`src/rtl/fetch_stage_if.sv`:
```
// fetch_stage_if: control inputs, instruction-memory port and IF/ID outputs of the fetch stage
interface fetch_stage_if #(parameter int ADDR_W = 7);
  logic              stall;
  logic              branch_taken;
  logic [ADDR_W-1:0] branch_target;
  logic [ADDR_W-1:0] imem_addr;
  logic [31:0]       imem_data;
  logic [31:0]       instr_out;
  logic [ADDR_W-1:0] pc_out;
  logic              valid_out;
  logic              done;
  logic [15:0]       fetch_count;
  modport master(input stall, branch_taken, branch_target, imem_data,
                 output imem_addr, instr_out, pc_out, valid_out, done, fetch_count);
  modport slave(output stall, branch_taken, branch_target, imem_data,
                input imem_addr, instr_out, pc_out, valid_out, done, fetch_count);
endinterface

```
`src/rtl/fetch_stage.sv`:
```
// fetch_stage: PC, instruction fetch into IF/ID, branch redirect, stall, halt drain and done
module fetch_stage #(
  parameter int          ADDR_W       = 7,
  parameter int          PROG_LEN     = 128,
  parameter logic [4:0]  HALT_OP      = 5'b11111,
  parameter int          DRAIN_CYCLES = 4,
  parameter logic [31:0] NOP          = 32'h0000_0000
) (
  input logic clk,
  input logic rst,
  fetch_stage_if.master bus
);
  typedef enum logic [1:0] {RUN, DRAIN, DONE} state_t;
  localparam logic [ADDR_W-1:0] LAST  = ADDR_W'(PROG_LEN - 1);
  localparam logic [ADDR_W:0]   LEN   = (ADDR_W + 1)'(PROG_LEN);
  localparam logic [2:0]        DLAST = 3'(DRAIN_CYCLES - 1);
  state_t            state, state_n;
  logic [ADDR_W-1:0] pc, pc_n, pc_q, pc_q_n;
  logic [2:0]        cnt, cnt_n;
  logic [31:0]       instr, instr_n;
  logic              valid, valid_n, done, done_n, last;
  logic [15:0]       count, count_n;
  assign last = bus.imem_data[31:27] == HALT_OP || pc == LAST;
  always_ff @(posedge clk) begin
    if (rst) begin
      state <= RUN;
      pc    <= '0;
      cnt   <= '0;
      instr <= NOP;
      pc_q  <= '0;
      valid <= 1'b0;
      done  <= 1'b0;
      count <= '0;
    end else begin
      state <= state_n;
      pc    <= pc_n;
      cnt   <= cnt_n;
      instr <= instr_n;
      pc_q  <= pc_q_n;
      valid <= valid_n;
      done  <= done_n;
      count <= count_n;
    end
  end
  always_comb begin
    state_n = state;
    pc_n    = pc;
    cnt_n   = cnt;
    instr_n = instr;
    pc_q_n  = pc_q;
    valid_n = valid;
    done_n  = done;
    count_n = count;
    if (bus.branch_taken && state != DONE) begin
      // a target outside the program drains instead of fetching garbage
      pc_n    = bus.branch_target;
      instr_n = NOP;
      valid_n = 1'b0;
      cnt_n   = '0;
      state_n = {1'b0, bus.branch_target} >= LEN ? DRAIN : RUN;
    end else if (state == RUN && !bus.stall) begin
      instr_n = bus.imem_data;
      pc_q_n  = pc;
      valid_n = 1'b1;
      count_n = count + 16'(count != 16'hFFFF);
      pc_n    = last ? pc : pc + 1'b1;
      state_n = last ? DRAIN : RUN;
      cnt_n   = '0;
    end else if (state == DRAIN && !bus.stall) begin
      instr_n = NOP;
      valid_n = 1'b0;
      cnt_n   = cnt + 1'b1;
      state_n = cnt == DLAST ? DONE : DRAIN;
      done_n  = cnt == DLAST;
    end
  end
  assign bus.imem_addr   = pc;
  assign bus.instr_out   = instr;
  assign bus.pc_out      = pc_q;
  assign bus.valid_out   = valid;
  assign bus.done        = done;
  assign bus.fetch_count = count;
endmodule

```
`src/flat_wrapper.sv`:
```
// flat-port wrapper written by rule: the top's interface ports become plain ports
module fetch_stage_flat 
#(
  parameter int          ADDR_W       = 7,
  parameter int          PROG_LEN     = 128,
  parameter logic [4:0]  HALT_OP      = 5'b11111,
  parameter int          DRAIN_CYCLES = 4,
  parameter logic [31:0] NOP          = 32'h0000_0000
)
  (clk, rst, bus_stall, bus_branch_taken, bus_branch_target, bus_imem_data, bus_imem_addr, bus_instr_out, bus_pc_out, bus_valid_out, bus_done, bus_fetch_count);
  fetch_stage_if #(.ADDR_W(ADDR_W)) bus_i ();
  input logic clk;
  input logic rst;
  input wire logic [$bits(bus_i.stall)-1:0] bus_stall;
  input wire logic [$bits(bus_i.branch_taken)-1:0] bus_branch_taken;
  input wire logic [$bits(bus_i.branch_target)-1:0] bus_branch_target;
  input wire logic [$bits(bus_i.imem_data)-1:0] bus_imem_data;
  output wire logic [$bits(bus_i.imem_addr)-1:0] bus_imem_addr;
  output wire logic [$bits(bus_i.instr_out)-1:0] bus_instr_out;
  output wire logic [$bits(bus_i.pc_out)-1:0] bus_pc_out;
  output wire logic [$bits(bus_i.valid_out)-1:0] bus_valid_out;
  output wire logic [$bits(bus_i.done)-1:0] bus_done;
  output wire logic [$bits(bus_i.fetch_count)-1:0] bus_fetch_count;
  assign bus_i.stall = bus_stall;
  assign bus_i.branch_taken = bus_branch_taken;
  assign bus_i.branch_target = bus_branch_target;
  assign bus_i.imem_data = bus_imem_data;
  assign bus_imem_addr = bus_i.imem_addr;
  assign bus_instr_out = bus_i.instr_out;
  assign bus_pc_out = bus_i.pc_out;
  assign bus_valid_out = bus_i.valid_out;
  assign bus_done = bus_i.done;
  assign bus_fetch_count = bus_i.fetch_count;
  fetch_stage #(.ADDR_W(ADDR_W), .PROG_LEN(PROG_LEN), .HALT_OP(HALT_OP), .DRAIN_CYCLES(DRAIN_CYCLES), .NOP(NOP)) u_core (.clk(clk), .rst(rst), .bus(bus_i));
endmodule
```
`config.mk`:
```
export PLATFORM = sky130hd
export DESIGN_NAME = fetch_stage_flat
export DESIGN_NICKNAME = d
export VERILOG_FILES = /design/src/rtl/fetch_stage_if.sv /design/src/rtl/fetch_stage.sv /design/src/flat_wrapper.sv
export SDC_FILE = /design/constraint.sdc
export NUM_CORES = 1
export LEC_CHECK = 0
export BUFFER_PORTS_ARGS = -buffer_cell sky130_fd_sc_hd__buf_2
export CAP_MARGIN = 5
export CORE_ASPECT_RATIO = 0.9
export CORE_MARGIN = 2
export CORE_UTILIZATION = 44
export DETAILED_ROUTE_END_ITERATION = 6
export PLACE_DENSITY = 0.84
export REMOVE_ABC_BUFFERS = 1
export SETUP_SLACK_MARGIN = 0.3
export SYNTH_ARGS = -nofsm -noshare
export SYNTH_HDL_FRONTEND = slang
export SYNTH_SLANG_ARGS = --single-unit
```
`constraint.sdc`:
```
create_clock -name clk -period 2.5 [get_ports clk]
set_clock_uncertainty 0.2 [all_clocks]
set_input_delay 0.125 -clock clk [delete_from_list [all_inputs] [get_ports clk]]
set_output_delay 0.125 -clock clk [all_outputs]
set_load 0.005 [all_outputs]
```
==> key figures, run 1 <==
STA
  • Final period utilization: 0.9090
  • Smallest setup slack after layout: 0.2275 ns
  • RSZ-0062 raised after global routing: true
  • Final hold vios: 0
  • Final setup viols: 0
  • Relative slew margins: 0.5911
  • Final Slew Violations: 0
  • Post-route minimum period: 2.272 ns
  • Min Hold Slack: 0.01128 ns
  • Worst slew pin tran: just over 0.6 ns
  • Max Freq: 0.4400 GHz

Power and ir drop
  • Tot Pwr: 2.476 mW
  • Leak: ~1.9 nW
  • Pwr/cell area: 560.7 nW/um2
  • Max VDD drop: around 0.3 mV

Detailed routing
  • # DRC: 0
  • Post-route ant nets: 0
  • Routed vias/inst: 5.234
  • WL per Instance: 14.57 um
  • Routed via count: 3182
  • 1st-pass router iterations: 4
  • Routed wire length: 8.860 mm
  • Initial DRC Count: between 100 and 150

Worst setup path
  • Worst Path Required: 2.53 ns
  • Critical path class: register to register
  • CP endpoint kind: register
  • Setup crit start: u_core.bus.fetch_count[9]
  • FF-to-FF path depth: 9
  • Startpoint types: register
  • Worst Path Arrival: between 2 and 2.5 ns
  • Reg2Reg Launch Point: u_core.bus.fetch_count[9]
  • FF-to-FF setup slack: around 0.23 ns
  • Worst-path fanout max: 2

Logic synthesis
  • Average size of a mapped cell: 8.284 um2
  • Synthesized area: between 2000 and 3000 um2
  • Synth cell count leaders: dfxtp_1 (69), nor2_1 (54), a21oi_1 (51), nand2_1 (39), nor3b_1 (29)
  • Netlist cell types: 38
  • YS warnings: 0
  • Post-synth EDFFs: 0
  • Post-synth top area share: 0.4645
  • Synth Instances: ~360
  • Ys flop type: dfxtp_1
  • Top-count cell post-synth: dfxtp_1
  • Largest area contributor in the netlist: dfxtp_1
  • Top cells by area, synth: dfxtp_1 (46%), a21oi_1 (8.6%), nor3b_1 (7.3%), nor2_1 (6.8%), nand2_1 (4.9%)
  • Post-synthesis register bit count: 69
  • Asr flop ratio synth: 0
  • Register area share after synthesis: 0.4645

Global route
  • Initial antenna violation count: 0
  • Largest net degree at the start of global routing: 66
  • First-pass GRT wire length: 14.33 mm
  • Vias in the first global route: 3091
  • Grt ovf: 0
  • Total Routing Usage GR: 0.2441

Place
  • Detailed placer's ending HPWL: roughly 5.4 mm
  • Port Buffers: between 100 and 150
  • Pre-CTS WS: 0.003658 ns
  • Gpl congestion: 0.8482
  • Dpl cell area: 3687 um2

Die
  • Std-Cell Rows: 28
  • Die ar.: 7434 um2
  • Die Ht: ~82 um
  • Core area: 6551 um2
  • # IOs: between 100 and 150
  • Die boundary width: approximately 91 um
  • Initial core utilization: 0.4540

Hold path
  • HP Class: input pin to register
  • Startpoint of the worst hold path: bus_imem_data[5]
  • Hold path depth: 4

Outcome
  • Status: completed

Clock tree
  • Count of clock tree sinks: 69
  • Clk pin slew, worst setup/hold paths: 0.07 ns
  • Root Driver: clkbuf_8
  • H-tree depth: 3
  • TritonCTS clock tree: done
  • Clock tree buffer depth: 2
  • Clk_lat worst skew: 0.34 ns
  • TritonCTS buffer count: 9

Layout
  • Antenna fix cells: 0
  • Final Net Count: 562
  • Layout area overhead: 48.51%
  • Final Util: 0.6742
  • Share of layout cells above drive strength 1: 0.3243
  • Fin area: approximately 4400 um2

Run
  • Max Cap Violations: 0
-- final timing paths --
check	to
max	u_core.bus.fetch_count[14]
max reg2reg	u_core.bus.fetch_count[14]
min	u_core.bus.instr_out[5]
min reg2reg	u_core.bus.instr_out[29]
-- flip-flops by register name, summed over array words and instances, names as in the netlist --
register                flops
u_core.bus.instr_out       32
u_core.bus.fetch_count     16
u_core.bus.imem_addr        7
u_core.bus.done             1
u_core.bus.pc_out           7
u_core.bus.valid_out        1
u_core.cnt                  3
u_core.state                2
-- area by class of cell --
class	count	area (um2)
clock buffer	12	155.1
fill	542	2135
multi-input combinational	265	1599
sequential	69	1390
timing repair buffer	166	1082
clock inverter	4	70.07
tap	90	112.6
inverter	2	7.507
-- metrics by stage --
stage	instances	TNS [ns]
floorplan	336	-1.855
finish	608	0
global placement	552	0
global route	608	0
CTS	608	0
detailed placement	552	0
-- placed cells by master, fill, tap and decap left out, types with 3 or more instances in the layout --
cell type,instances
a211oi_1,6
a21oi_1,49
and4_1,3
buf_2,106
buf_4,20
clkbuf_8,11
dfxtp_1,62
dfxtp_2,7
dlygate4sd3_1,39
ha_1,4
mux2i_1,3
nand2_1,37
nand2b_1,4
nand3_1,10
nand3b_1,5
nand4_1,3
nor2_1,53
nor3b_1,29
nor4_1,3
o21ai_0,8
or3_1,5
xnor2_1,3
xor2_1,4
-- layer usage --
| metal | track usage | vias to the layer above | wire, um | share of wire |
|---|---|---|---|---|
| met2 | 0.4448 | 89 | 4473 | 0.50 |
| met1 | 0.2713 | 1492 | 3732 | 0.42 |
| met4 | 0.1446 | 0 | 371 | 0.042 |
| met5 | 0 | - | 0 | 0 |
| met3 | 0.04495 | 36 | 283 | 0.032 |
| li1 | - | 1565 | - | - |
-- where the power goes --
part	leakage, nW	internal (mW)	switching (mW)
sequential	0.565	1.13	0.0274
clock	0.116	0.614	0.424
combinational	1.21	0.141	0.139
total	1.89	1.89	0.590
-- cells by family (layout without fill, tap and decap cells) --
| family | Yosys count | in the layout | synth area share |
|---|---|---|---|
| adder cells (fa/ha/maj) | 6 | 6 | 0.02524 |
| AO/OA/AOI/OAI | 76 | 76 | 0.1447 |
| flip-flops | 69 | 69 | 0.4644 |
| XOR/XNOR | 8 | 8 | 0.02356 |
| AND/OR/NAND/NOR | 171 | 171 | 0.2966 |
| multiplexers | 4 | 4 | 0.01388 |
| buffers and inverters | 25 | 184 | 0.03155 |
-- worst max-delay path, stage by stage (launching register included) --
cell and delay (ns):
dfxtp_2 0.34, and4_4 0.23, nand3_2 0.09, or4_4 0.46, ha_4 0.19, ha_4 0.16, nand2_4 0.06, nor3_2 0.05
nand3_1 0.09, mux2_4 0.30
-- repair_timing --
item,CTS,global route
buffers inserted,1,0
setup endpoints to repair,11,15
hold buffers,39,0
pin swaps,9,8
hold endpoints to repair,40,0
resized for setup,18,9
No activity file was read; power rests on OpenSTA's default activity.
==> inputs of run 2 (changes only) <==
--- a/config.mk
+++ b/config.mk
@@ -7,7 +7,6 @@
 export LEC_CHECK = 0
 export BUFFER_PORTS_ARGS = -buffer_cell sky130_fd_sc_hd__buf_2
 export CAP_MARGIN = 5
-export CORE_ASPECT_RATIO = 0.9
 export CORE_MARGIN = 2
 export CORE_UTILIZATION = 44
 export DETAILED_ROUTE_END_ITERATION = 6
==> run 2 against run 1 <==
Register-to-register slack worse by 0.04 ns; clock power is 10% lower; critical path type unchanged; power is 4.3% lower; global-route usage is 0.74 points lower; core utilization is 0.39 points higher; combinational power hardly changed; sequential power hardly changed; via count is 1.1% higher; routed wire length is 1.3% lower.
==> key figures, run 2 (same netlist as run 1, synthesis figures left out) <==
Layout
  • Layout area overhead: 47.24%
  • Fin area: around 4400 um2
  • Max reg flops: 32
  • Share of layout cells above drive strength 1: 0.3179
  • Final Util: 0.6780
  • Fin cells: 596
  • Most frequent cells in the layout: buf_2 (106), dfxtp_1 (65), nor2_1 (54)
  • Most common cell after layout, fill and taps aside: buf_2
  • Final Net Count: 563
  • Antenna fix cells: 0

Die
  • Die ar.: roughly 7400 um2
  • Std-Cell Rows: 29
  • Initial core utilization: 0.4605
  • Die Ht: 86.22 um
  • Die boundary width: 86.22 um
  • Core area: 6459 um2
  • # IOs: 107

Worst setup path
  • Worst Path Arrival: 2.33 ns
  • Worst Path Required: 2.52 ns
  • CP endpoint kind: register
  • Critical path class: register to register
  • Worst-path fanout max: 2
  • Startpoint types: register

STA
  • Max Freq: about 0.43 GHz
  • Post-route minimum period: 2.310 ns
  • Final setup viols: 0
  • Relative slew margins: 0.5799
  • Final period utilization: 0.9240
  • Worst slew pin tran: around 0.61 ns
  • RSZ-0062 raised after global routing: true
  • Final Slew Violations: 0
  • Final hold vios: 0

Global route
  • Vias in the first global route: 3055
  • First-pass GRT wire length: 14.14 mm
  • Largest net degree at the start of global routing: 66
  • Total Routing Usage GR: 0.2367
  • Initial antenna violation count: 0
  • Grt ovf: 0

Power and ir drop
  • Pwr/cell area: 540.9 nW/um2
  • Leak: 1.896 nW
  • Max VDD drop: 0.4239 mV
  • Tot Pwr: 2.369 mW

Detailed routing
  • Post-route ant nets: 0
  • Routed via count: 3217
  • Routed vias/inst: 5.398
  • 1st-pass router iterations: 4
  • Initial DRC Count: 187
  • Routed wire length: 8.743 mm
  • # DRC: 0
  • WL per Instance: ~15 um

Outcome
  • Status: completed

Clock tree
  • Root Driver: clkbuf_8
  • H-tree depth: 3
  • TritonCTS clock tree: done
  • Clock tree buffer depth: 2
  • TritonCTS buffer count: 9
  • Count of clock tree sinks: 69
  • Clk pin slew, worst setup/hold paths: 0.07 ns
  • Clk_lat worst skew: 0.34 ns

Place
  • Gpl congestion: 0.8604
  • Dpl cell area: between 3000 and 4000 um2
  • Dpl cells: 540
  • Port Buffers: 106
  • Detailed placer's ending HPWL: between 5 and 6 mm

Hold path
  • HP Class: input pin to register

Run
  • Max Cap Violations: 0
[run 2: changes by cell type in the layout (fill, tap and decap cells not counted), sizes merged]
cell and delta:
buf +3, bufinv -1, clkbuf +1, dlygate4sd3 -2
[run 2: per-stage QoR]
| stage | TNS [ns] | hold slack (ns) | worst slack (ns) |
|---|---|---|---|
| after floorplan | -1.855 | -0.005934 | -0.3754 |
| after global placement | -0.01523 | 0.2062 | -0.01523 |
| after detailed placement | -0.1825 | 0.2134 | -0.09521 |
| after CTS | 0 | 0.007427 | 0.2414 |
| after global routing | 0 | 0.05537 | 0.1276 |
| final | 0 | 0.02350 | 0.1900 |
[run 2: repair_timing]
action / CTS / global route
gates resized for setup: 15 / 9
pin swaps: 6 / 2
endpoints found under the setup margin: 15 / 35
hold endpoints to repair: 45 / 0
setup buffers: 2 / 1
hold buffers: 37 / 0
[run 2: worst max-delay path, stage by stage, from the launching register on]
cell and delay, ns:
dfxtp_2 0.34, and4_4 0.26, nand3_4 0.08, or4_4 0.45
ha_4 0.19, ha_4 0.17, nand2_4 0.07, nor3_4 0.04
nand3_1 0.09, mux2_4 0.30
[run 2: area by class of cell]
cell class                      instances  area [um2]
Clock buffer                           13       158.9
Clock inverter                          3       43.79
Fill cell                             500        2079
Inverter                                2       7.507
Multi-Input combinational cell        265        1602
Sequential cell                        69        1386
Tap cell                               77       96.34
Timing Repair Buffer                  167        1085
[run 2: layer usage]
metal | vias up | wire length (um) | GRT usage
met5 | - | 0 | 0
met4 | 0 | 153 | 0.07386
met3 | 15 | 728 | 0.07810
met2 | 151 | 4335 | 0.4087
met1 | 1484 | 3526 | 0.2790
li1 | 1567 | - | -
[run 2: power by group]
part	switching, mW	internal (mW)	leakage [nW]	total [mW]
sequential	0.0282	1.13	0.563	1.16
combinational	0.137	0.142	1.23	0.279
clock	0.414	0.517	0.104	0.931
total	0.579	1.79	1.90	2.37
[run 2: worst paths after layout]
check             cells past startpoint                       from                          to  slack, ns
hold reg to reg                       2   u_core.bus.instr_out[28]    u_core.bus.instr_out[28]       0.25
setup reg to reg                      9  u_core.bus.fetch_count[6]  u_core.bus.fetch_count[14]       0.19
setup / recovery                      9  u_core.bus.fetch_count[6]  u_core.bus.fetch_count[14]       0.19
hold / removal                        4          bus_imem_data[16]    u_core.bus.instr_out[16]       0.02
==> inputs of run 3 (changes only) <==
--- a/config.mk
+++ b/config.mk
@@ -8,9 +8,10 @@
 export BUFFER_PORTS_ARGS = -buffer_cell sky130_fd_sc_hd__buf_2
 export CAP_MARGIN = 5
 export CORE_MARGIN = 2
-export CORE_UTILIZATION = 44
+export CORE_UTILIZATION = 46
+export CTS_BUF_LIST = sky130_fd_sc_hd__clkbuf_4 sky130_fd_sc_hd__clkbuf_8
 export DETAILED_ROUTE_END_ITERATION = 6
-export PLACE_DENSITY = 0.84
+export PLACE_DENSITY = 0.87
 export REMOVE_ABC_BUFFERS = 1
 export SETUP_SLACK_MARGIN = 0.3
 export SYNTH_ARGS = -nofsm -noshare
==> run 3 against run 2 <==
Clock-buffer cell count is 3 lower; final cell count is 0.34% lower; design area is 0.94% higher; sequential power hardly changed; sequential cell count stayed put; clock power is 11% higher; global-route usage is 1.3 points higher; power is 4.7% higher; sequential share of layout area is 0.27 points lower; setup slack worse by 0.078 ns; via count is 1.2% higher; critical path type unchanged.
==> key figures, run 3 (same netlist as run 1, synthesis figures left out) <==
STA
  • Max Freq: 0.4188 GHz
  • Final hold vios: 0
  • Total Neg Setup Slack: 0 ns
  • Post-route minimum period: 2.388 ns
  • RSZ-0062 raised after global routing: true
  • Worst slew pin tran: 1.080 ns
  • Min Hold Slack: 0.008264 ns
  • Smallest setup slack after layout: 0.1122 ns
  • Final setup viols: 0
  • Final Slew Violations: 0
  • Relative slew margins: 0.2801
  • Final period utilization: 0.9551

Clock tree
  • Clk_lat worst skew: 0.36 ns
  • H-tree depth: 3
  • Clk pin slew, worst setup/hold paths: 0.08 ns
  • Count of clock tree sinks: 69
  • TritonCTS clock tree: done
  • Root Driver: clkbuf_8
  • TritonCTS buffer count: 9
  • Clock tree buffer depth: 2

Worst setup path
  • Worst-path fanout max: 5
  • Worst path cell trace: nand3_1, or4_4, ha_4, ha_4, buf_4, buf_6, nand4_1, xor2_1, nor2_1
  • Top delay family on crit path: simple AND/OR/NAND/NOR gates
  • Critical path class: register to register
  • Worst path most repeated cell: ha_4
  • Buf+Inv Stages, Crit Path: 2
  • Worst Path Arrival: 2.43 ns
  • CP endpoint kind: register
  • Startpoint types: register
  • Worst Path Required: 2.54 ns
  • Critical-path top delay cell: or4_4
  • Max incr delay on CP: 0.57 ns

Global route
  • Largest net degree at the start of global routing: 66
  • Grt ovf: 0
  • Total Routing Usage GR: 0.2497
  • Initial antenna violation count: 0
  • First-pass GRT wire length: 14.26 mm
  • Vias in the first global route: approximately 3100

Place
  • Pre-CTS WS: -0.09929 ns
  • Gpl congestion: 0.8600
  • Detailed placer's ending HPWL: 5.246 mm
  • Dpl cells: ~540
  • Dpl cell area: 3649 um2
  • Port Buffers: about 110

Detailed routing
  • 1st-pass router iterations: 4
  • Initial DRC Count: 146
  • Routed via count: 3254
  • Routed vias/inst: around 5.5
  • WL per Instance: roughly 16 um
  • Post-route ant nets: 0
  • Routed wire length: 9.256 mm
  • # DRC: 0

Layout
  • Antenna fix cells: 0
  • Share of layout cells above drive strength 1: 0.3308
  • Final Util: 0.7002
  • Fin area: 4420 um2
  • Max reg flops: 32
  • Most common cell after layout, fill and taps aside: buf_2
  • Fin cells: 594
  • Most frequent cells in the layout: buf_2 (106), dfxtp_1 (64), nor2_1 (54)
  • Final Net Count: 561
  • Layout area overhead: 48.63%

Run
  • Max Cap Violations: 0

Power and ir drop
  • Pwr/cell area: 561.1 nW/um2
  • Leak: 1.903 nW
  • Max VDD drop: 0.3953 mV
  • Tot Pwr: approximately 2.5 mW

Hold path
  • HP Class: input pin to register

Die
  • Die ar.: roughly 7100 um2
  • Core area: 6314 um2
  • Std-Cell Rows: 29
  • Die boundary width: 84.41 um
  • Die Ht: 84.41 um
  • # IOs: 107
  • Initial core utilization: 0.4711

Outcome
  • Status: completed
==> run 3: cell types whose count changed in the layout (fill, tap and decap cells not counted), moves of 2 or more <==
cell,previous run,this run
or3_4,0,2
buf_6,1,4
buf_4,23,17
clkbuf_1,2,0
or3_1,5,3
==> run 3: worst paths after layout <==
path | from | end | slack, ns | cells past startpoint
worst max-delay path | u_core.bus.fetch_count[12] | u_core.bus.fetch_count[4] | 0.11 | 9
worst min-delay path | bus_imem_data[17] | u_core.bus.instr_out[17] | 0.008 | 4
worst max register to register | u_core.bus.fetch_count[12] | u_core.bus.fetch_count[4] | 0.11 | 9
worst min register to register | u_core.bus.instr_out[28] | u_core.bus.instr_out[28] | 0.25 | 2
==> run 3: where the power goes <==
part / leakage, nW / internal, mW / switching, mW
clock network: 0.112 / 0.587 / 0.448
logic: 1.23 / 0.144 / 0.143
registers: 0.564 / 1.13 / 0.0276
total: 1.90 / 1.86 / 0.618
==> run 3: repair_timing <==
item,4_1_cts,5_1_grt
hold buffers,37,1
buffers inserted,1,3
pin swaps,9,5
hold endpoints to repair,49,1
setup endpoints to repair,53,49
resized for setup,21,14
==> run 3: final cells by class <==
type	instances	area [um2]
sequential	69	1388
multi-input combinational	265	1622
tap	77	96.34
timing repair buffer	165	1084
clock buffer	10	137.6
clock inverter	6	86.33
fill	462	1893
inverter	2	7.507
==> run 3: metal layers <==
layer	vias up	global-route usage	wire length, um
met3	21	0.07768	769
met2	165	0.4076	4490
met4	0	0.1154	160
li1	1567	-	-
met5	-	0	0
met1	1501	0.3019	3836
==> run 3: worst register-to-register path, cell delays in order (launching register included) <==
cell and delay, ns:
dfxtp_1 0.42, nand3_1 0.17, or4_4 0.57, ha_4 0.19, ha_4 0.17, buf_4 0.13, buf_6 0.11, nand4_1 0.07
xor2_1 0.18, nor2_1 0.06
